File: src/rtl/vga_bar_pkg.sv
// Shared types and constants for the frame-synchronous VGA bar display path.
package vga_bar_pkg;

  // Default geometry of one set of column sums
  localparam int unsigned NBARS_DFLT   = 6;
  localparam int unsigned SUM_W_DFLT   = 11;
  localparam int unsigned IDX_W_DFLT   = 3;
  localparam int unsigned TIMEOUT_DFLT = 4;

  // Bar controller FSM: gather a set, then wait for vsync to show it
  typedef enum logic {
    COLLECT = 1'b0,
    PENDING = 1'b1
  } bar_state_e;

  // 640x480 @ 60 Hz timing on a 25 MHz pixel clock (800 x 521 total)
  localparam int unsigned H_VISIBLE = 640;
  localparam int unsigned H_FRONT   = 16;
  localparam int unsigned H_SYNC    = 96;
  localparam int unsigned H_BACK    = 48;
  localparam int unsigned H_TOTAL   = H_VISIBLE + H_FRONT + H_SYNC + H_BACK;
  localparam int unsigned V_VISIBLE = 480;
  localparam int unsigned V_FRONT   = 10;
  localparam int unsigned V_SYNC    = 2;
  localparam int unsigned V_BACK    = 29;
  localparam int unsigned V_TOTAL   = V_VISIBLE + V_FRONT + V_SYNC + V_BACK;

endpackage

File: src/rtl/vga_frame_edge.sv
// Registers vsync and flags its falling edge as a one-cycle frame_start pulse.
module vga_frame_edge (
  input  logic dclk,
  input  logic clr_n,
  input  logic vsync,
  output logic frame_start_c
);

  logic vs_d;

  // vsync history; idles high so leaving reset never fakes an edge
  always_ff @(posedge dclk or negedge clr_n) begin
    if (!clr_n) begin
      vs_d <= 1'b1;
    end else begin
      vs_d <= vsync;
    end
  end

  assign frame_start_c = vs_d & ~vsync;

endmodule

File: src/rtl/vga_bar_ctrl.sv
// Collects per-column sums, thresholds them into a shadow set and swaps the
// set onto the display only at the start of vertical sync.
module vga_bar_ctrl
  import vga_bar_pkg::*;
#(
  parameter int unsigned NBARS          = NBARS_DFLT,
  parameter int unsigned SUM_W          = SUM_W_DFLT,
  parameter int unsigned IDX_W          = IDX_W_DFLT,
  parameter int unsigned TIMEOUT_FRAMES = TIMEOUT_DFLT
) (
  input  logic             dclk,
  input  logic             clr_n,
  input  logic             vsync,
  input  logic [SUM_W-1:0] cfg_thresh,
  input  logic             sum_valid,
  output logic             sum_ready,
  input  logic [IDX_W-1:0] sum_idx,
  input  logic [SUM_W-1:0] sum_data,
  input  logic             sum_last,
  output logic [NBARS-1:0] bar_on,
  output logic             bar_stale,
  output logic [7:0]       frame_cnt,
  output logic             err_idx
);

  localparam int unsigned STALE_W = $clog2(TIMEOUT_FRAMES + 1);
  localparam logic [STALE_W-1:0] STALE_MAX = STALE_W'(TIMEOUT_FRAMES);

  bar_state_e         state;
  bar_state_e         state_nxt;
  logic               frame_start;
  logic               xfer;
  logic               idx_ok;
  logic               hit;
  logic [NBARS-1:0]   sel;
  logic [NBARS-1:0]   shadow;
  logic [NBARS-1:0]   shadow_nxt;
  logic [NBARS-1:0]   bar_on_nxt;
  logic               bar_stale_nxt;
  logic [STALE_W-1:0] stale_cnt;
  logic [STALE_W-1:0] stale_cnt_nxt;
  logic [7:0]         frame_cnt_nxt;
  logic               err_idx_nxt;

  vga_frame_edge u_frame_edge (
    .dclk          (dclk),
    .clr_n         (clr_n),
    .vsync         (vsync),
    .frame_start_c (frame_start)
  );

  assign xfer   = sum_valid & sum_ready;
  assign idx_ok = 32'(sum_idx) < NBARS;
  assign hit    = sum_data > cfg_thresh;
  assign sel    = NBARS'(1) << sum_idx;

  // State register; ready is registered from the next state so it leaves a flop
  always_ff @(posedge dclk or negedge clr_n) begin
    if (!clr_n) begin
      state     <= COLLECT;
      sum_ready <= 1'b1;
    end else begin
      state     <= state_nxt;
      sum_ready <= (state_nxt == COLLECT);
    end
  end

  // Next state: a last beat closes the set, the vsync fall releases it
  always_comb begin
    state_nxt = state;
    case (state)
      COLLECT: if (xfer && sum_last) state_nxt = PENDING;
      PENDING: if (frame_start)      state_nxt = COLLECT;
      default: state_nxt = COLLECT;
    endcase
  end

  // Datapath next values: shadow writes, swap, stale timeout, counters
  always_comb begin
    shadow_nxt    = shadow;
    bar_on_nxt    = bar_on;
    bar_stale_nxt = bar_stale;
    stale_cnt_nxt = stale_cnt;
    err_idx_nxt   = err_idx;
    frame_cnt_nxt = frame_start ? frame_cnt + 8'd1 : frame_cnt;
    case (state)
      COLLECT: begin
        if (xfer) begin
          if (idx_ok) begin
            shadow_nxt = (shadow & ~sel) | (hit ? sel : '0);
          end else begin
            err_idx_nxt = 1'b1;
          end
        end
        // Missed frame: keep the partial set, blank once the timeout is hit
        if (frame_start) begin
          if (stale_cnt != STALE_MAX) stale_cnt_nxt = stale_cnt + STALE_W'(1);
          if (stale_cnt_nxt == STALE_MAX) begin
            bar_on_nxt    = '0;
            bar_stale_nxt = 1'b1;
          end
        end
      end
      PENDING: begin
        if (frame_start) begin
          bar_on_nxt    = shadow;
          shadow_nxt    = '0;
          bar_stale_nxt = 1'b0;
          stale_cnt_nxt = '0;
        end
      end
      default: ;
    endcase
  end

  // Shadow/display registers and status
  always_ff @(posedge dclk or negedge clr_n) begin
    if (!clr_n) begin
      shadow    <= '0;
      bar_on    <= '0;
      bar_stale <= 1'b1;
      stale_cnt <= '0;
      frame_cnt <= 8'd0;
      err_idx   <= 1'b0;
    end else begin
      shadow    <= shadow_nxt;
      bar_on    <= bar_on_nxt;
      bar_stale <= bar_stale_nxt;
      stale_cnt <= stale_cnt_nxt;
      frame_cnt <= frame_cnt_nxt;
      err_idx   <= err_idx_nxt;
    end
  end

endmodule

File: config.mk
export PLATFORM = sky130hd
export DESIGN_NAME = vga_bar_ctrl
export DESIGN_NICKNAME = d
export VERILOG_FILES = /design/src/rtl/vga_bar_pkg.sv /design/src/rtl/vga_frame_edge.sv /design/src/rtl/vga_bar_ctrl.sv
export SDC_FILE = /design/constraint.sdc
export NUM_CORES = 1
export LEC_CHECK = 0
export CORE_MARGIN = 10
export CORE_UTILIZATION = 42
export CTS_CLUSTER_SIZE = 16
export DETAILED_ROUTE_END_ITERATION = 6
export GPL_TIMING_DRIVEN = 1
export PLACE_DENSITY = 0.74
export SETUP_SLACK_MARGIN = 0.15
export SYNTH_ARGS = -nofsm -noshare
export SYNTH_HDL_FRONTEND = slang
export SYNTH_SLANG_ARGS = --single-unit
File: constraint.sdc
create_clock -name dclk -period 1.4 [get_ports dclk]
set_input_delay 0.28 -clock dclk [delete_from_list [all_inputs] [get_ports dclk]]
set_output_delay 0.28 -clock dclk [all_outputs]
set_load 0.05 [all_outputs]
==> results of run 1 <==
cell families (layout without fill, tap and decap cells):
| family | count (synthesis) | count (layout) | share of synthesized area (%) |
|---|---|---|---|
| AO/OA/AOI/OAI | 45 | 45 | 20.28 |
| adder cells (fa/ha/maj) | 14 | 14 | 10.92 |
| XOR/XNOR | 7 | 7 | 3.822 |
| AND/OR/NAND/NOR | 43 | 43 | 15.60 |
| buffers and inverters | 21 | 97 | 5.460 |
| flip-flops | 28 | 28 | 43.92 |
registers in the layout, indices dropped and copies added, names as in the netlist:
register	count
sum_ready	1
shadow	6
state	1
stale_cnt	3
bar_stale	1
bar_on	6
err_idx	1
frame_cnt	8
u_frame_edge.vs_d	1
final cells by class:
cell class	count	area, µm²
clock buffer	4	55.05
multi-input combinational	109	1236
tap	48	60.06
timing repair buffer	77	897.1
fill	202	668.1
sequential	28	711.9
inverter	16	60.06
placed cells by master, fill, tap and decap left out, types with 3 or more instances in the layout:
cell type / Yosys / routed
nand3_4: 0 / 4
ha_4: 0 / 12
buf_12: 0 / 18
nand2_1: 7 / 4
o211ai_1: 3 / 3
inv_2: 0 / 12
clkbuf_8: 0 / 4
clkdlybuf4s50_1: 0 / 4
o21ai_1: 0 / 4
xnor2_1: 7 / 3
dfstp_2: 3 / 3
dfrtp_1: 25 / 19
o41ai_2: 0 / 5
a21oi_2: 1 / 4
nand2b_1: 8 / 7
nand3_2: 2 / 3
clkdlybuf4s15_1: 0 / 3
a22oi_1: 6 / 5
nor2_1: 3 / 3
xnor2_2: 0 / 4
dlygate4sd2_1: 0 / 8
buf_4: 0 / 18
buf_2: 1 / 8
dfrtp_2: 0 / 6
nand4_1: 4 / 4
o21ai_2: 0 / 5
a211oi_2: 1 / 3
buf_6: 1 / 14
inv_1: 16 / 4
report_power, final:
group          switching (mW)  internal (mW)  total [mW]
clock                   0.273          0.253       0.526
sequential              0.443           1.10        1.54
combinational            1.51           1.51        3.02
cell usage after synthesis, types with 4 or more instances:
cell type   n
a21oi_1     5
ha_1       14
inv_1      16
xnor2_1     7
a22oi_1     6
dfrtp_1    25
nand3_1     7
nand2_1     7
nand4_1     4
o21ai_0    10
nand2b_1    8
o41ai_1     6
repair_timing:
action | 4_1_cts | 5_1_grt
pin swaps | 36 | 21
setup endpoints to repair | 19 | 28
gates resized for setup | 111 | 36
cloned | 0 | 1
setup buffers | 5 | 6
critical path, stage by stage:
cell and delay [ns]:
buf_6 0.07, inv_2 0.03, ha_4 0.27, nand3b_1 0.14, a2111oi_4 0.40, a211oi_2 0.08
buf_6 0.15, o41ai_2 0.26
layer usage:
layer  track usage [%]  vias to the layer above  routed length, µm
li1                  -                      733                  -
met1             17.09                      800               2269
met2             27.19                       89               3222
met3             2.948                       25                343
met4             9.014                        0                308
met5                 0                        -                  0
through the flow:
step           util (%)  area [µm²]  setup TNS (ns)
3_5_place_dp      68.15        2514          -6.814
2_1_floorplan         -        1698         -0.9335
6_report          81.89        3020         -0.9497
4_1_cts           75.34        2779       -0.002995
3_3_place_gp      68.15        2514          -5.574
5_1_grt           81.89        3020          -1.839
final timing paths:
check	start	end	slack, ns	cells after the start
max	cfg_thresh[2]	shadow[2]	-0.12	8
min	vsync	u_frame_edge.vs_d	0.17	1
max in group asynchronous	clr_n	bar_stale	0.81	2
max reg2reg	stale_cnt[0]	bar_stale	-0.11	6
min in group asynchronous	clr_n	stale_cnt[0]	0.34	2
min reg2reg	frame_cnt[4]	frame_cnt[4]	0.54	1
==> metrics.txt, run 1 <==
commonest register cell after synthesis=dfrtp_1; post-DP HPWL=3.542 mm; GRT Total Usage=about 16%; dpl ws=-0.8038 ns; Final Cycle Share=108.4%; DR iter-0 viols=around 140; Mapped Cells=~160; initial antenna violation count=0; Hold-fix buffers, CTS=0; htree depth=1; run status=finished, violations left; port bufs=between 40 and 50; failing checks=setup timing; DRC=0; post-synthesis sequential area ratio=between 40% and 50%; Non-Filler Instances=282; Setup CP Type=input pin to register; diode count=0; FF+latch count, synth=28; routed wire length=slightly above 6 mm; TritonRoute pass-1 iters=4; worst skew pair latency=around 0.29 ns; minimum clock period=1.517 ns; DR vias=approximately 1600; Avg Inst Size Synth=between 10 and 15 µm²; area leader, netlist=dfrtp_1; nets=between 200 and 300; layout cells sized above 1=61.11%; Worst-Margin Slew=between 0.4 and 0.5 ns; Synthesized Nets=between 200 and 250; Pins Over Slew Limit=0; Peak VDD IR=a little over 0.8 mV; fin worst setup slack=-0.1173 ns; Worst Skew=0.01475 ns; CP Data Required Time=1.56 ns; number of distinct library cells after synthesis=40; RSZ-0062 raised after global routing=yes; max_cap viols=0; power per cell area=1685 nW/µm²; Final ANT Viol Nets=0; post-synth top area share=between 30% and 40%; number of global-route vias before repair=about 1700; wire per inst=~22 µm; Clock Root Buffer=clkbuf_8; Worst Hold Class=input pin to register; core box area=about 3700 µm²; CP startpoint kind=input pin; Horiz. Die Dim=~80 µm; CP arrival=1.68 ns; clock tree buffer depth=2; area growth from synthesis to layout=88.30%; clock sinks=28; grt total ovfl=0; CTS tree=yes; global-route wire length before repair=~8.3 mm; die area=around 6700 µm²; worst rel slew slack=about 70%; hold slack=0.1668 ns; Critical Path End Type=register; largest net degree at the start of global routing=29; post-synthesis cell area=approximately 1600 µm²; standard-cell rows=22; Max FO, Critical Path=6; Initial Util=between 40% and 50%; final setup violation count=18; Ys Warns=0; EDFF count, synth=0; Post-Place Cells=266; Final Hold Vio Count=0; Die Ht=between 80 and 90 µm; CTS buffer count=3; Synth area leaders=dfrtp_1 39%, ha_1 11%, dfstp_2 4.9%; Leakage Power=between 1 and 1.5 nW; FFs w/ async S/R, synth=100.0%; Pwr Total=5.091 mW; Clock transition at path regs=approximately 0.11 ns; Fmax=roughly 0.66 GHz; Final GP Congestion=0.7014; I/O pin count=47; Via density=slightly below 6
Power figures use the tool's default switching activity.
==> inputs of run 2 (changes only) <==
ABC_AREA = 1   (was default)
CORE_UTILIZATION = 43   (was 42)
PLACE_DENSITY = 0.75   (was 0.74)
==> run 2 against run 1 <==
The flow now finishes without violations; global-route usage down 3.6 points; clock power down 13%; synthesized cell count up 31%; setup slack better by 0.13 ns; non-clock buffer count down 14; routed wire length down 32%; largest power group unchanged; highest routed layer unchanged.
==> metrics.txt, run 2 <==
final setup violation count=0 (-18); post-synthesis cell area=1630 µm² (+1.6%); EDFF count, synth=0 (unchanged); GRT Total Usage=11.94% (-3.6 points); worst skew pair latency=0.27 ns (-0.02 ns); CP startpoint kind=register; Final Hold Vio Count=0 (unchanged); I/O pin count=47 (unchanged); Post-Synth Simple-Gate Area=27.48% (+12 points); DR vias=1519 (-7.8%); most common cell in the netlist=nand2_1; Final Cycle Share=99.14% (-9.2 points); worst rel slew slack=77.65% (+7.9 points); Synthesized Nets=251 (+24%); post-synth top area share=38.37% (-0.63 points); clock sinks=28 (unchanged); htree depth=1 (unchanged); CTS buffer count=3 (unchanged); Final ANT Viol Nets=0 (unchanged); Final GP Congestion=0.8052 (+15%); post-DP HPWL=3.254 mm (-8.1%); power per cell area=1725 nW/µm² (+2.3%); largest net degree at the start of global routing=29 (unchanged); post-synthesis mux area share=0% (unchanged); Peak VDD IR=0.7695 mV (-5.7%); Pwr Total=4.670 mW (-8.3%); Post-Synth Adder-Cell Area=10.74% (-0.18 points); run status=finished, final reports clean; Worst Hold Class=input pin to asynchronous set/reset pin; FFs w/ async S/R, synth=100.0% (unchanged); Die Ht=81.58 µm (-0.28%); Synth area leaders=dfrtp_1 38%, nand2_1 15%, ha_1 11%; Horiz. Die Dim=81.58 µm (-0.28%); area leader, netlist=dfrtp_1; Pins Over Slew Limit=0 (unchanged); Leakage Power=1.340 nW (+0.70%); Mapped Cells=207 (+31%); global-route wire length before repair=6.361 mm (-23%); number of distinct library cells after synthesis=24 (-40%); RSZ-0062 raised after global routing=yes; Hold-fix buffers, CTS=0 (unchanged); TritonRoute pass-1 iters=4 (unchanged); Commonest cells post-synth=66 x nand2_1, 40 x inv_1, 25 x dfrtp_1; standard-cell rows=22 (unchanged); Fmax=0.7205 GHz (+9.3%); dpl ws=-0.5234 ns (+0.2803 ns); port bufs=46 (unchanged); Biggest register=frame_cnt; routed wire length=4.203 mm (-32%); area growth from synthesis to layout=66.08%; Avg Inst Size Synth=7.876 µm² (-22%); Via density=4.717 (-19%); layout cells sized above 1=45.62% (-15 points); DR iter-0 viols=66 (-53%); post-synthesis sequential area ratio=43.21% (-0.71 points); Setup CP Type=register to register; Max FO, Critical Path=8 (+2); Fillers=259 (+28%); Critical Path End Type=register; commonest register cell after synthesis=dfrtp_1; initial antenna violation count=0 (unchanged); Initial Util=44.53% (+1.0 points); Worst-Margin Slew=0.3328 ns (-0.1204 ns); minimum clock period=1.388 ns (-0.1294 ns); biggest regs=frame_cnt x8, bar_on x6, shadow x6; CTS tree=yes; number of global-route vias before repair=1435 (-18%); Worst Skew=0.001552 ns (-0.01320 ns); most common cell after layout, fill and taps aside=nand2_1; commonest non-fill, non-tap cells in the layout=51 x nand2_1, 23 x inv_1, 22 x dfrtp_1; largest family of logic cells by synthesized area=simple AND/OR/NAND/NOR gates; Largest register FFs=8 (unchanged); max_cap viols=0 (unchanged); CP Data Required Time=1.57 ns (about the same); die area=6654 µm² (-0.55%); core box area=3661 µm² (-0.75%); CP arrival=1.56 ns (-0.12 ns); fin util=73.96% (-7.9 points); nets=319 (+14%); clock tree buffer depth=2 (unchanged); Ys Warns=0 (unchanged); wire per inst=13.05 µm (-40%); diode count=0 (unchanged); compound-gate portion of the synthesized area=4.451% (-16 points); FF+latch count, synth=28 (unchanged); grt total ovfl=0 (unchanged); DRC=0 (unchanged); Clock Root Buffer=clkbuf_8; Clock transition at path regs=0.09 ns (-0.02 ns); xor and xnor area share after synthesis=4.298% (+0.48 points); fin worst setup slack=0.01207 ns (+0.1294 ns)
[run 2: path summary, 6_finish.rpt]
check,endpoint,slack (ns),startpoint,cells after the start
max,bar_on[5],0.01,stale_cnt[1],9
min,stale_cnt[0],0.35,clr_n,2
max reg2reg,bar_on[5],0.01,stale_cnt[1],9
min reg2reg,shadow[5],0.49,shadow[5],2
max in group asynchronous,sum_ready,0.82,clr_n,2
min in group dclk,shadow[5],0.49,shadow[5],2
[run 2: stage by stage]
stage / area (µm²) / instances / TNS, ns / hold slack [ns]
after floorplan: 1740 / 207 / 0 / -0.01559
after global placement: 2519 / 311 / -4.497 / 0.4374
after detailed placement: 2519 / 311 / -5.528 / 0.4488
after CTS: 2574 / 318 / 0 / 0.3609
after global routing: 2708 / 322 / -0.5485 / 0.3718
final: 2708 / 322 / 0 / 0.3507
[run 2: metal layers]
layer,track usage (%),wire [µm],up-vias
met1,12.67,1575,716
met4,3.571,55,0
met2,23.06,2407,29
met5,0,0,-
li1,-,-,770
met3,2.402,164,4
[run 2: worst max-delay path, stage by stage (launching register included)]
cell,delay [ns]
dfrtp_1,0.41
inv_2,0.09
ha_4,0.14
nand2_4,0.04
xor2_1,0.15
inv_1,0.07
nand4_1,0.10
buf_6,0.16
nand3_2,0.05
o21ai_1,0.06
[run 2: cell type report]
type | count | area [µm²] | share of cell area (%)
Multi-Input combinational cell | 137 | 1023 | 37.80
Clock buffer | 4 | 45.04 | 1.664
Inverter | 42 | 172.7 | 6.377
Tap cell | 48 | 60.06 | 2.218
Timing Repair Buffer | 63 | 698.2 | 25.79
Sequential cell | 28 | 708.2 | 26.16
[run 2: power breakdown]
part | internal, mW | switching, mW
Clock | 0.204 | 0.250
Combinational | 1.28 | 1.40
Sequential | 1.14 | 0.393
Total | 2.63 | 2.05
[run 2: timing repair]
action,in CTS,in global routing
pin swaps,23,25
setup endpoints to repair,22,25
cloned,0,0
resized for setup,79,42
buffers inserted,3,4
[run 2: cell families after synthesis]
kind of cell / count (synthesis)
AND/OR/NAND/NOR: 102
AO/OA/AOI/OAI: 13
flip-flops: 28
buffers and inverters: 42
XOR/XNOR: 8
adder cells (fa/ha/maj): 14
